<file path="src/rtl/fir_ctrl_pkg.sv">
// rtl/fir_ctrl_pkg.sv - shared state encoding and defaults for the FIR job arbiter
package fir_ctrl_pkg;

  typedef enum logic [4:0] {
    ST_IDLE    = 5'b00001,
    ST_START   = 5'b00010,
    ST_RUN     = 5'b00100,
    ST_RELEASE = 5'b01000,
    ST_DONE    = 5'b10000
  } fir_state_t;

  localparam int BLANK_CYCLES_DEF   = 3;
  localparam int TIMEOUT_CYCLES_DEF = 65535;
  localparam int CNT_W_DEF          = 16;

endpackage

</file>
<file path="src/rtl/fir_rr_arb.sv">
// rtl/fir_rr_arb.sv - two-input round-robin pick
// rr_last names the requester served last; on a tie the other one wins.
module fir_rr_arb (
  input  logic [1:0] req,
  input  logic       rr_last,
  output logic [1:0] gnt,
  output logic       valid
);

  always_comb begin
    gnt = 2'b00;
    if (req == 2'b11) begin
      gnt = rr_last ? 2'b01 : 2'b10;
    end else begin
      gnt = req;
    end
    valid = |req;
  end

endmodule

</file>
<file path="src/rtl/fir_job_arbiter.sv">
// rtl/fir_job_arbiter.sv - shares one FIR accelerator between two start/done requesters
// Blanks the accelerator's stale finish after start and aborts hung jobs via a watchdog.
module fir_job_arbiter
  import fir_ctrl_pkg::*;
#(
  parameter int BLANK_CYCLES   = BLANK_CYCLES_DEF,
  parameter int TIMEOUT_CYCLES = TIMEOUT_CYCLES_DEF,
  parameter int CNT_W          = CNT_W_DEF
) (
  input  logic             clk,
  input  logic             reset,
  input  logic             req0_start,
  output logic             req0_done,
  input  logic             req1_start,
  output logic             req1_done,
  output logic             acc_start,
  input  logic             acc_finish,
  output logic [1:0]       grant,
  output logic             busy,
  output logic             job_err,
  output logic             timeout_sticky,
  output logic [CNT_W-1:0] jobs_done
);

  localparam int BL_W = (BLANK_CYCLES > 1) ? $clog2(BLANK_CYCLES) : 1;
  localparam int WD_W = (TIMEOUT_CYCLES > 1) ? $clog2(TIMEOUT_CYCLES) : 1;
  localparam logic [BL_W-1:0] BLANK_LAST = BL_W'(BLANK_CYCLES - 1);
  localparam logic [WD_W-1:0] WD_LAST    = WD_W'(TIMEOUT_CYCLES - 1);

  fir_state_t      state;
  logic            rr_last;
  logic            err_q;
  logic [BL_W-1:0] blank_cnt;
  logic [WD_W-1:0] wd_cnt;
  logic [1:0]      arb_gnt;
  logic            arb_valid;
  logic            owner_start;
  logic            wd_expired;

  fir_rr_arb u_arb (
    .req     ({req1_start, req0_start}),
    .rr_last (rr_last),
    .gnt     (arb_gnt),
    .valid   (arb_valid)
  );

  assign owner_start = grant[1] ? req1_start : req0_start;
  assign wd_expired  = (wd_cnt == WD_LAST);
  assign busy        = (state != ST_IDLE);

  always_ff @(posedge clk or negedge reset) begin
    if (!reset) begin
      state          <= ST_IDLE;
      acc_start      <= 1'b0;
      req0_done      <= 1'b0;
      req1_done      <= 1'b0;
      grant          <= 2'b00;
      job_err        <= 1'b0;
      err_q          <= 1'b0;
      timeout_sticky <= 1'b0;
      jobs_done      <= '0;
      rr_last        <= 1'b1;
      blank_cnt      <= '0;
      wd_cnt         <= '0;
    end else begin
      case (state)
        ST_IDLE: begin
          if (arb_valid) begin
            grant     <= arb_gnt;
            acc_start <= 1'b1;
            blank_cnt <= '0;
            wd_cnt    <= '0;
            state     <= ST_START;
          end
        end
        // acc_finish is deliberately not looked at here: it may still be the previous job's.
        ST_START: begin
          wd_cnt <= wd_cnt + 1'b1;
          if (wd_expired) begin
            acc_start      <= 1'b0;
            err_q          <= 1'b1;
            timeout_sticky <= 1'b1;
            state          <= ST_RELEASE;
          end else if (blank_cnt == BLANK_LAST) begin
            state <= ST_RUN;
          end else begin
            blank_cnt <= blank_cnt + 1'b1;
          end
        end
        ST_RUN: begin
          wd_cnt <= wd_cnt + 1'b1;
          if (acc_finish) begin
            acc_start <= 1'b0;
            err_q     <= 1'b0;
            jobs_done <= jobs_done + 1'b1;
            state     <= ST_RELEASE;
          end else if (wd_expired) begin
            acc_start      <= 1'b0;
            err_q          <= 1'b1;
            timeout_sticky <= 1'b1;
            state          <= ST_RELEASE;
          end
        end
        ST_RELEASE: begin
          req0_done <= grant[0];
          req1_done <= grant[1];
          job_err   <= err_q;
          state     <= ST_DONE;
        end
        ST_DONE: begin
          if (!owner_start) begin
            req0_done <= 1'b0;
            req1_done <= 1'b0;
            job_err   <= 1'b0;
            grant     <= 2'b00;
            rr_last   <= grant[1];
            state     <= ST_IDLE;
          end
        end
        default: state <= ST_IDLE;
      endcase
    end
  end

endmodule

</file>
<file path="config.mk">
export PLATFORM = sky130hd
export DESIGN_NAME = fir_job_arbiter
export DESIGN_NICKNAME = d
export VERILOG_FILES = /design/src/rtl/fir_ctrl_pkg.sv /design/src/rtl/fir_rr_arb.sv /design/src/rtl/fir_job_arbiter.sv
export SDC_FILE = /design/constraint.sdc
export NUM_CORES = 1
export LEC_CHECK = 0
export BUFFER_PORTS_ARGS = -buffer_cell sky130_fd_sc_hd__buf_2
export CORE_MARGIN = 1
export CORE_UTILIZATION = 57
export DETAILED_ROUTE_END_ITERATION = 6
export PLACE_DENSITY = 0.87
export SETUP_SLACK_MARGIN = 0.3
export SLEW_MARGIN = 20
export SYNTH_ARGS = -nofsm -noshare
export SYNTH_HDL_FRONTEND = slang
export SYNTH_SLANG_ARGS = --single-unit
</file>
<file path="constraint.sdc">
create_clock -name clk -period 1.88 [get_ports clk]
set_input_delay 0.094 -clock clk [delete_from_list [all_inputs] [get_ports clk]]
set_output_delay 0.094 -clock clk [all_outputs]
set_load 0.005 [all_outputs]
</file>
Word level (Yosys, flattened, before mapping)
Index checks and enable logic that the tools add are counted.
{"block": "totals", "ff_bits": 48, "out_inout_bits": 24}
{"block": "op_classes", "n_addsub": 3, "n_eq_ne": 16, "n_mux": 33, "bitwise_logic": 1, "reduce_logical": 17}
{"cell": "adder 16 x 1 -> 16 bit, second input constant", "n": 2}
{"cell": "case mux 16 bit (2 select lines)", "n": 1}
{"cell": "two-way mux 5 bit", "n": 6}
{"cell": "case mux 5 bit (5 select lines)", "n": 1}
{"cell": "equality test 16 bit, second input constant", "n": 1}
{"cell": "two-way mux 16 bit", "n": 1}
{"cell": "two-way mux 2 bit", "n": 7}
{"cell": "AND reduction 2 bit", "n": 6}
{"cell": "!= test 2 bit, second input constant", "n": 5}
{"cell": "case mux 1 bit (2 select lines)", "n": 5}
{"cell": "nonzero test 2 bit", "n": 5}
{"cell": "two-way mux 1 bit", "n": 9}
{"cell": "case mux 2 bit (2 select lines)", "n": 2}
{"cell": "AND reduction 4 bit", "n": 2}
{"cell": "!= test 3 bit, second input constant", "n": 2}
{"cell": "equality test 5 x 1 -> 1 bit, second input constant", "n": 1}
{"cell": "equality test 5 x 2 -> 1 bit, second input constant", "n": 1}
{"cell": "equality test 5 x 3 -> 1 bit, second input constant", "n": 1}
{"cell": "equality test 5 x 4 -> 1 bit, second input constant", "n": 1}
{"cell": "equality test 5 bit, second input constant", "n": 1}
{"cell": "!= test 5 x 1 -> 1 bit, second input constant", "n": 1}
{"cell": "equality test 2 bit, second input constant", "n": 2}
{"cell": "OR reduction 2 bit", "n": 2}
{"cell": "case mux 1 bit (3 select lines)", "n": 1}
{"cell": "4 further kinds", "n": 4}

Logic depth before layout (Yosys ltp)
Gate-level depths: netlist of the first run.
{"block": "depth", "ltp_word": 4, "depth_mapped": 7, "ltp_nobuf": 7}

Hierarchy
A second synthesis of the first run with hierarchy kept.
{"block": "hier_totals", "hier_cells": 252, "hier_area_um2": 2504.9}
{"mod": "fir_job_arbiter", "n_inst": 1, "cells_per_inst": 248, "area_each_um2": 2479.9, "seq_area_each_um2": 1203.7}
{"mod": "fir_rr_arb", "n_inst": 1, "cells_per_inst": 4, "area_each_um2": 25.0, "seq_area_each_um2": 0.0}

Worst setup path after synthesis of the first run
No wires, ideal clock.
{"block": "synth_path", "path_type": "reg2reg", "startpoint": "register state[4]", "endpoint": "register jobs_done[6]", "setup_ns": 0.125, "arrival_ns": 1.587, "t_required_ns": 1.755, "path_slack_ns": 0.169, "path_stages_with_launch": 8, "n_path_buf": 2, "cell_sequence": "dfrtp_1 > buf_6 > nor4_4 > and3_1 > buf_6 > nand2_4 > or3_4 > xnor2_2"}
{"block": "synth_between", "elab_chain_cells": 2}
{"element": "start, declared", "line_no": "fir_job_arbiter.sv:30", "rtl": "fir_state_t state;"}
{"element": "start signal, assigned", "line_no": "fir_job_arbiter.sv:53", "rtl": "state <= ST_IDLE;"}
{"element": "start signal, assigned", "line_no": "fir_job_arbiter.sv:73", "rtl": "state <= ST_START;"}
{"element": "start signal, assigned", "line_no": "fir_job_arbiter.sv:83", "rtl": "state <= ST_RELEASE;"}
{"element": "equality test 5 x 3 -> 1 bit", "line_no": "fir_job_arbiter.sv:66", "rtl": "case (state)"}
{"element": "AND reduction 2 bit (no line)"}
{"element": "end signal, assigned", "line_no": "fir_job_arbiter.sv:95", "rtl": "jobs_done <= jobs_done + 1'b1;"}
{"element": "end, declared", "line_no": "fir_job_arbiter.sv:22", "rtl": "output logic [CNT_W-1:0] jobs_done"}
No other way between the ends.
A chain may end at the register's enable or synchronous reset.

Worst setup path after layout of the first run
{"block": "layout_path", "startpoint": "register state[0]", "endpoint": "register wd_cnt[15]"}
{"block": "layout_between", "elab_chain_cells": 4, "word_cells_on_any_way": 8}
{"element": "equality test 5 x 3 -> 1 bit / equality test 5 x 2 -> 1 bit (equally long branches)", "line_no": "fir_job_arbiter.sv:66"}
{"element": "OR reduction 2 bit (no line)"}
{"element": "nonzero test 2 bit (no line)"}
{"element": "AND reduction 2 bit (no line)"}
{"element": "end signal, assigned", "line_no": "fir_job_arbiter.sv:78", "rtl": "wd_cnt <= wd_cnt + 1'b1;"}
{"element": "end signal, assigned", "line_no": "fir_job_arbiter.sv:91", "rtl": "wd_cnt <= wd_cnt + 1'b1;"}
{"element": "end, declared", "line_no": "fir_job_arbiter.sv:34", "rtl": "logic [WD_W-1:0] wd_cnt;"}
Several ways; a longest one is shown, not always the timed one.

==> impl_metrics.yaml, run 1 <==
cells_and_area:
  area_delta_synth_final_pct: 36.7
  num_antenna_cells: 0
  multi_input_area_mm2: 0.00140
  fillers: 181
  nNetsFinal: 304
  regArea_mm2: 0.00121
  drive_above_1_share_pct: 40.5
yosys:
  yosysSeqAreaShare_pct: 49.2
  ys_async_sr_fraction_pct: 100
  yosysUniqueCellTypes: 52
  syn_nets: 243
  syn-cell-area_mm2: 0.00245
  ys_warn_count: 0
  netlist_instances: 234
  synthFlopType: "dfrtp_1"
  synth_seq_cells: 48
  synth_edf_count: 0
  syn_area_per_cell_um2: 10.5
timing:
  finalSetupViolations: 0
  rsz0062_at_grt: "yes"
  slew_headroom_pct: 58.9
  fin_crit_ns: 1.74
  max_freq_ghz: 0.576
  worst_pin_slew_ns: 0.617
  fin_crit_sh_pct: 92.4
  final.setup.tns_ns: 0
  hold_violations: 0
  drv_slew: 0
  fin_hold_ws_ns: 0.0520
  skew_ns: 0.00461
status:
  status: "finished, final reports clean"
die:
  fp.coreArea_mm2: 0.00406
  die_y_um: 67.5
  top_level_ports: 29
  die-width_um: 67.5
  start_util_pct: 60.3
  die-area_mm2: 0.00456
  rows: 23
global_routing:
  grt_pass1_wl_um: 9930
  grtUsageTotal_pct: 29.9
  first_global_vias: 2088
  antenna_found_initial: 0
  grt_max_degree: 49
  grt.overflow.total: 0
detailed_routing:
  avgViaCountPerCell: 6.22
  drt_iter0_drc: 336
  wl_per_cell_um: 19.5
  ant_nets: 0
  drc_errors: 0
  vias: 2152
  drt-total-wl_um: 6740
  first_pass_iters: 4
setup_path:
  cp_cell_sequence: "nand2b_4 > nor4b_4 > buf_4 > buf_12 > o2111ai_1 > xor2_1 > nor2_1"
  critPathMaxFanout: 8
  max_stage_delay_ns: 0.60
  endpoint_kind: "flip-flop"
  slowest_stage: "dfstp_2"
  cpLargestDelayFamily: "flip-flops"
  worstPathRequired_ns: 2.12
  startpoint_type: "flip-flop"
  crit_arrival_ns: 1.98
  crit_type: "reg2reg"
  crit_buf_inv: 2
cts:
  path_clk_slew_ns: 0.09
  clk_path_buf_depth: 2
  insertion_delay_ns: 0.31
  cts_buffers: 5
  htreeDepth: 2
  clock-root-buffer: "clkbuf_8"
  cts_tree: "built"
  cts.sinks: 48
job:
  drv_cap: 0
placement:
  portBuffers: 28
  hpwl_um: 3360
  place_congestion: 0.800
power_and_ir_drop:
  total_leakage_power_nw: 1.53
  power_density_mw_per_mm2: 1110
  ir_drop_v: 0.000651
min_path:
  worstHoldPathType: "in2reg"
## final cells by class
| cell class | instances | area share [%] |
|---|---|---|
| Clock inverter | 2 | 1.16 |
| Inverter | 5 | 0.561 |
| Tap cell | 50 | 1.87 |
| Timing Repair Buffer | 64 | 15.9 |
| Clock buffer | 6 | 2.47 |
| Multi-Input combinational cell | 171 | 41.9 |
| Sequential cell | 48 | 36.1 |
## final timing paths
check	startpoint	to	slack, ns	depth (start not counted)
worst max-delay path	state[0]$_DFFE_PN1P_	wd_cnt[15]$_DFFE_PN0P_	0.14	7
worst min-delay path	req0_start	grant[1]$_DFFE_PN0P_	0.05	2
worst max register to register	state[0]$_DFFE_PN1P_	wd_cnt[15]$_DFFE_PN0P_	0.14	7
worst min register to register	timeout_sticky$_DFFE_PN0P_	timeout_sticky$_DFFE_PN0P_	0.47	1
max in group asynchronous	reset	wd_cnt[8]$_DFFE_PN0P_	1.02	3
min in group asynchronous	reset	grant[0]$_DFFE_PN0P_	0.41	3
## flip-flops by register name (all words and copies together) (netlist names)
signal / count
acc_start: 1
blank_cnt: 2
err_q: 1
grant: 2
job_err: 1
jobs_done: 16
req0_done: 1
req1_done: 1
rr_last: 1
state: 5
timeout_sticky: 1
wd_cnt: 16
## cell families (layout without fill, tap and decap cells)
group,Yosys count,after routing,synth area share [%]
XOR/XNOR,30,30,11.0
adder cells (fa/ha/maj),4,4,2.05
buffers and inverters,15,77,3.68
multiplexers,1,1,0.409
flip-flops,48,48,49.2
AND/OR/NAND/NOR,100,100,23.1
AO/OA/AOI/OAI,36,36,10.5
## report_power, final
group	internal, W	total [W]	leakage [nW]	switching [W]
clock network	0.000436	0.000816	0.0614	0.000381
registers	0.00115	0.00129	0.637	0.000139
logic	0.000808	0.00160	0.835	0.000790
total	0.00239	0.00370	1.53	0.00131
## cell usage in the layout (no fill, tap or decap), types with 2 or more instances in the layout
| cell | Yosys | final |
|---|---|---|
| nand3_1 | 7 | 6 |
| and3_1 | 4 | 2 |
| buf_4 | 2 | 21 |
| dfrtp_1 | 46 | 42 |
| inv_1 | 5 | 5 |
| xor2_1 | 17 | 17 |
| and2_1 | 3 | 3 |
| dfstp_2 | 2 | 2 |
| nand2_1 | 19 | 17 |
| nor3_1 | 3 | 2 |
| or2_4 | 0 | 2 |
| nor2_4 | 0 | 6 |
| buf_12 | 0 | 3 |
| buf_6 | 3 | 8 |
| nor2_1 | 31 | 25 |
| o211ai_1 | 7 | 7 |
| xnor2_2 | 1 | 2 |
| o2111ai_4 | 0 | 2 |
| ha_1 | 4 | 4 |
| o2111ai_2 | 0 | 3 |
| nor3b_1 | 3 | 2 |
| buf_2 | 3 | 28 |
| nor3_4 | 1 | 2 |
| nand2b_1 | 3 | 2 |
| nand2_2 | 0 | 2 |
| xnor2_1 | 12 | 10 |
| dfrtp_2 | 0 | 4 |
| nand4_1 | 9 | 9 |
| clkbuf_8 | 0 | 6 |
| o21ai_2 | 0 | 3 |
| a22o_1 | 3 | 3 |
| and4_1 | 2 | 2 |
| o21ai_1 | 1 | 4 |
| nor4_4 | 1 | 2 |
| or3_4 | 1 | 2 |
## stage by stage
step / utilization, % / cells / setup WS, ns / total power (W) / area [um^2]
after floorplan: - / 234 / 0.169 / 0.00183 / 2450
after global placement: 65.6 / 310 / 0.180 / 0.00207 / 2660
after detailed placement: 65.6 / 310 / 0.138 / 0.00211 / 2660
after CTS: 77.2 / 337 / 0.167 / 0.00341 / 3130
after global routing: 82.4 / 346 / -0.00695 / 0.00384 / 3340
final: 82.4 / 346 / 0.143 / 0.00370 / 3340
## Yosys cell counts (4+ instances only)
cell | count | share of area [%]
o21ai_0 | 7 | 1.4
o211ai_1 | 7 | 2.1
xor2_1 | 17 | 6.1
nor2_1 | 31 | 4.8
o2111ai_1 | 6 | 2.1
dfrtp_1 | 46 | 47
nand4_1 | 9 | 2.3
and3_1 | 4 | 1.0
inv_1 | 5 | 0.77
nand3_1 | 7 | 1.4
ha_1 | 4 | 2.0
nand2_1 | 19 | 2.9
xnor2_1 | 12 | 4.3
## metal layers
metal	track usage, %	vias to the layer above	share of wire [%]
met5	0	-	0
met4	11.4	0	4.2
met3	5.57	32	6.5
met2	50.1	110	49
met1	37.9	1058	40
li1	-	952	-
## worst register-to-register path, cell delays in order, from the launching register on
cell and delay [ns]:
dfstp_2 0.60, nand2b_4 0.09, nor4b_4 0.23, buf_4 0.17, buf_12 0.14, o2111ai_1 0.16
xor2_1 0.19, nor2_1 0.10
## repair_timing
action                                  CTS  global route
gates cloned                              2             0
endpoints found under the hold margin    46             0
hold buffers                              1             0
pin swaps                                17            28
endpoints found under the setup margin   39            43
setup buffers                            16             9
gates resized for setup                  32            35
Note: power is estimated with default switching activity, not from simulation.
==> run 2: changes to the inputs <==
REMOVE_ABC_BUFFERS = 1   (was unset)
SLEW_MARGIN = unset   (was 20)
==> run 2 against run 1 <==
First-iteration DRC count decreased by 31%. Count of clock-buffer cells in the layout decreased by 1. Final cell count decreased by 3.2%. Sequential power about the same. Critical endpoint is now wd_cnt[12]$_DFFE_PN0P_.
==> impl_metrics.yaml, run 2 (synthesis gave the netlist of run 1 again) <==
cts:
  cts_tree: "built"
  path_clk_slew_ns: 0.09
  htreeDepth: 2
  cts.sinks: 48
  cts_buffers: 5
  clock-root-buffer: "clkbuf_8"
  insertion_delay_ns: 0.31
  clk_path_buf_depth: 2
setup_path:
  cpLargestDelayFamily: "XOR/XNOR gates"
  worstPathRequired_ns: 2.07
  reg2reg_depth: 6
  r2r_setup_slack_ns: 0.02
  cp_cell_sequence: "xnor2_1 > nor3_4 > buf_12 > o211ai_1 > xor2_1 > nor2_1"
  r2r_start: "state[2]$_DFFE_PN0P_"
  worstReg2RegEnd: "wd_cnt[12]$_DFFE_PN0P_"
  crit_buf_inv: 1
  max_stage_delay_ns: 0.53
  endpoint_kind: "flip-flop"
  crit_arrival_ns: 2.05
  critPathMaxFanout: 15
  slowest_stage: "dfrtp_2"
  startpoint_type: "flip-flop"
  crit_type: "reg2reg"
detailed_routing:
  top_layer_used: "met4"
  wl_met1_um: 2790
  first_pass_iters: 5
  dr_wl_met2_um: 3730
  wl_per_cell_um: 21.7
  drt_iter0_drc: 233
  ant_nets: 0
  avgViaCountPerCell: 6.58
  vias: 2204
  drc_errors: 0
  drt-total-wl_um: 7260
  wl_met3_um: 425
timing:
  hold_violations: 0
  drv_slew: 0
  final.setup.tns_ns: 0
  max_freq_ghz: 0.538
  rsz0062_at_grt: "yes"
  slew_headroom_pct: 66.7
  skew_ns: 0.00920
  fin_crit_ns: 1.86
  fin_crit_sh_pct: 98.9
  worst_pin_slew_ns: 0.495
  fin_hold_ws_ns: 0.0702
  finalSetupViolations: 0
cells_and_area:
  drive_above_1_share_pct: 37.2
  nNetsFinal: 294
  area_delta_synth_final_pct: 30.2
  fillers: 207
  multi_input_area_mm2: 0.00133
  fin_area_mm2: 0.00318
  top_regs: "jobs_done x16, wd_cnt x16, state x5"
  layout_common_cells: "dfrtp_1 (40), buf_2 (28), nor2_1 (23), nand2_1 (19)"
  layout_commonest_cell: "dfrtp_1"
  num_antenna_cells: 0
  regArea_mm2: 0.00121
die:
  die-area_mm2: 0.00456
  die_y_um: 67.5
  top_level_ports: 29
  rows: 23
  fp.coreArea_mm2: 0.00406
  die-width_um: 67.5
  start_util_pct: 60.3
power_and_ir_drop:
  ir_drop_v: 0.00105
  power_density_mw_per_mm2: 1110
  total_leakage_power_nw: 1.46
global_routing:
  grt_pass1_wl_um: 9220
  grtUsageTotal_pct: 28.0
  grt_max_degree: 24
  first_global_vias: 1934
  antenna_found_initial: 0
  grt.overflow.total: 0
job:
  drv_cap: 0
placement:
  portBuffers: 28
  place_area_mm2: 0.00266
  place_congestion: 0.804
  hpwl_um: 3500
min_path:
  worstHoldPathType: "in2reg"
  whs_endpoint: "grant[1]$_DFFE_PN0P_"
  min-delay-start: "req0_start"
  worstHoldPathCells: 2
status:
  status: "finished, final reports clean"
==> run 2: cell count changes in the layout (fill, tap and decap cells not counted), sizes merged <==
cell,change
buf,-10
bufinv,+1
clkbuf,-1
clkinv,-1
==> run 2: what timing repair did <==
item,CTS,global route
resized for setup,22,31
cloned,1,1
buffers inserted,12,5
setup endpoints to repair,44,43
pin swaps,3,17
endpoints found under the hold margin,46,0
hold buffers,1,0
==> run 2: power breakdown <==
group / internal, W / leakage, nW / total [W] / switching (W)
registers: 0.00115 / 0.634 / 0.00130 / 0.000155
clock network: 0.000524 / 0.0642 / 0.000879 / 0.000356
logic: 0.000645 / 0.761 / 0.00137 / 0.000720
total: 0.00232 / 1.46 / 0.00355 / 0.00123
==> run 2: routing by layer <==
metal	GRT usage, %	vias up
met5	0	-
met2	45.2	136
li1	-	933
met1	35.7	1092
met3	5.41	43
met4	14.1	0
==> run 2: how the worst max path moves through the flow <==
stage	cells past startpoint	slack, ns	endpoint	start
finish	6	0.02	wd_cnt[12]$_DFFE_PN0P_	state[2]$_DFFE_PN0P_
floorplan	5	-0.78	wd_cnt[9]$_DFFE_PN0P_	state[0]$_DFFE_PN1P_
global route	6	-0.03	wd_cnt[13]$_DFFE_PN0P_	wd_cnt[5]$_DFFE_PN0P_
CTS	6	0.18	wd_cnt[7]$_DFFE_PN0P_	state[0]$_DFFE_PN1P_
detailed placement	7	0.11	wd_cnt[7]$_DFFE_PN0P_	state[4]$_DFFE_PN0P_
global placement	5	0.15	jobs_done[6]$_DFFE_PN0P_	state[1]$_DFFE_PN0P_
==> run 2: stage by stage <==
step	power (W)	utilization, %	instances	worst slack (ns)
2_1_floorplan	0.00175	-	224	-0.778
6_report	0.00355	78.5	335	0.0215
5_1_grt	0.00366	78.5	335	-0.0333
3_3_place_gp	0.00204	65.5	308	0.152
3_5_place_dp	0.00208	65.5	308	0.106
4_1_cts	0.00321	74.2	329	0.182
==> run 2: area by class of cell <==
cell class              count  share of cell area (%)
inverters                   5                   0.589
repair buffers             54                    13.5
clock buffers               5                    2.16
clock inverters             2                    1.89
flip-flops and latches     48                    38.0
well taps                  50                    1.96
multi-input cells         171                    41.9
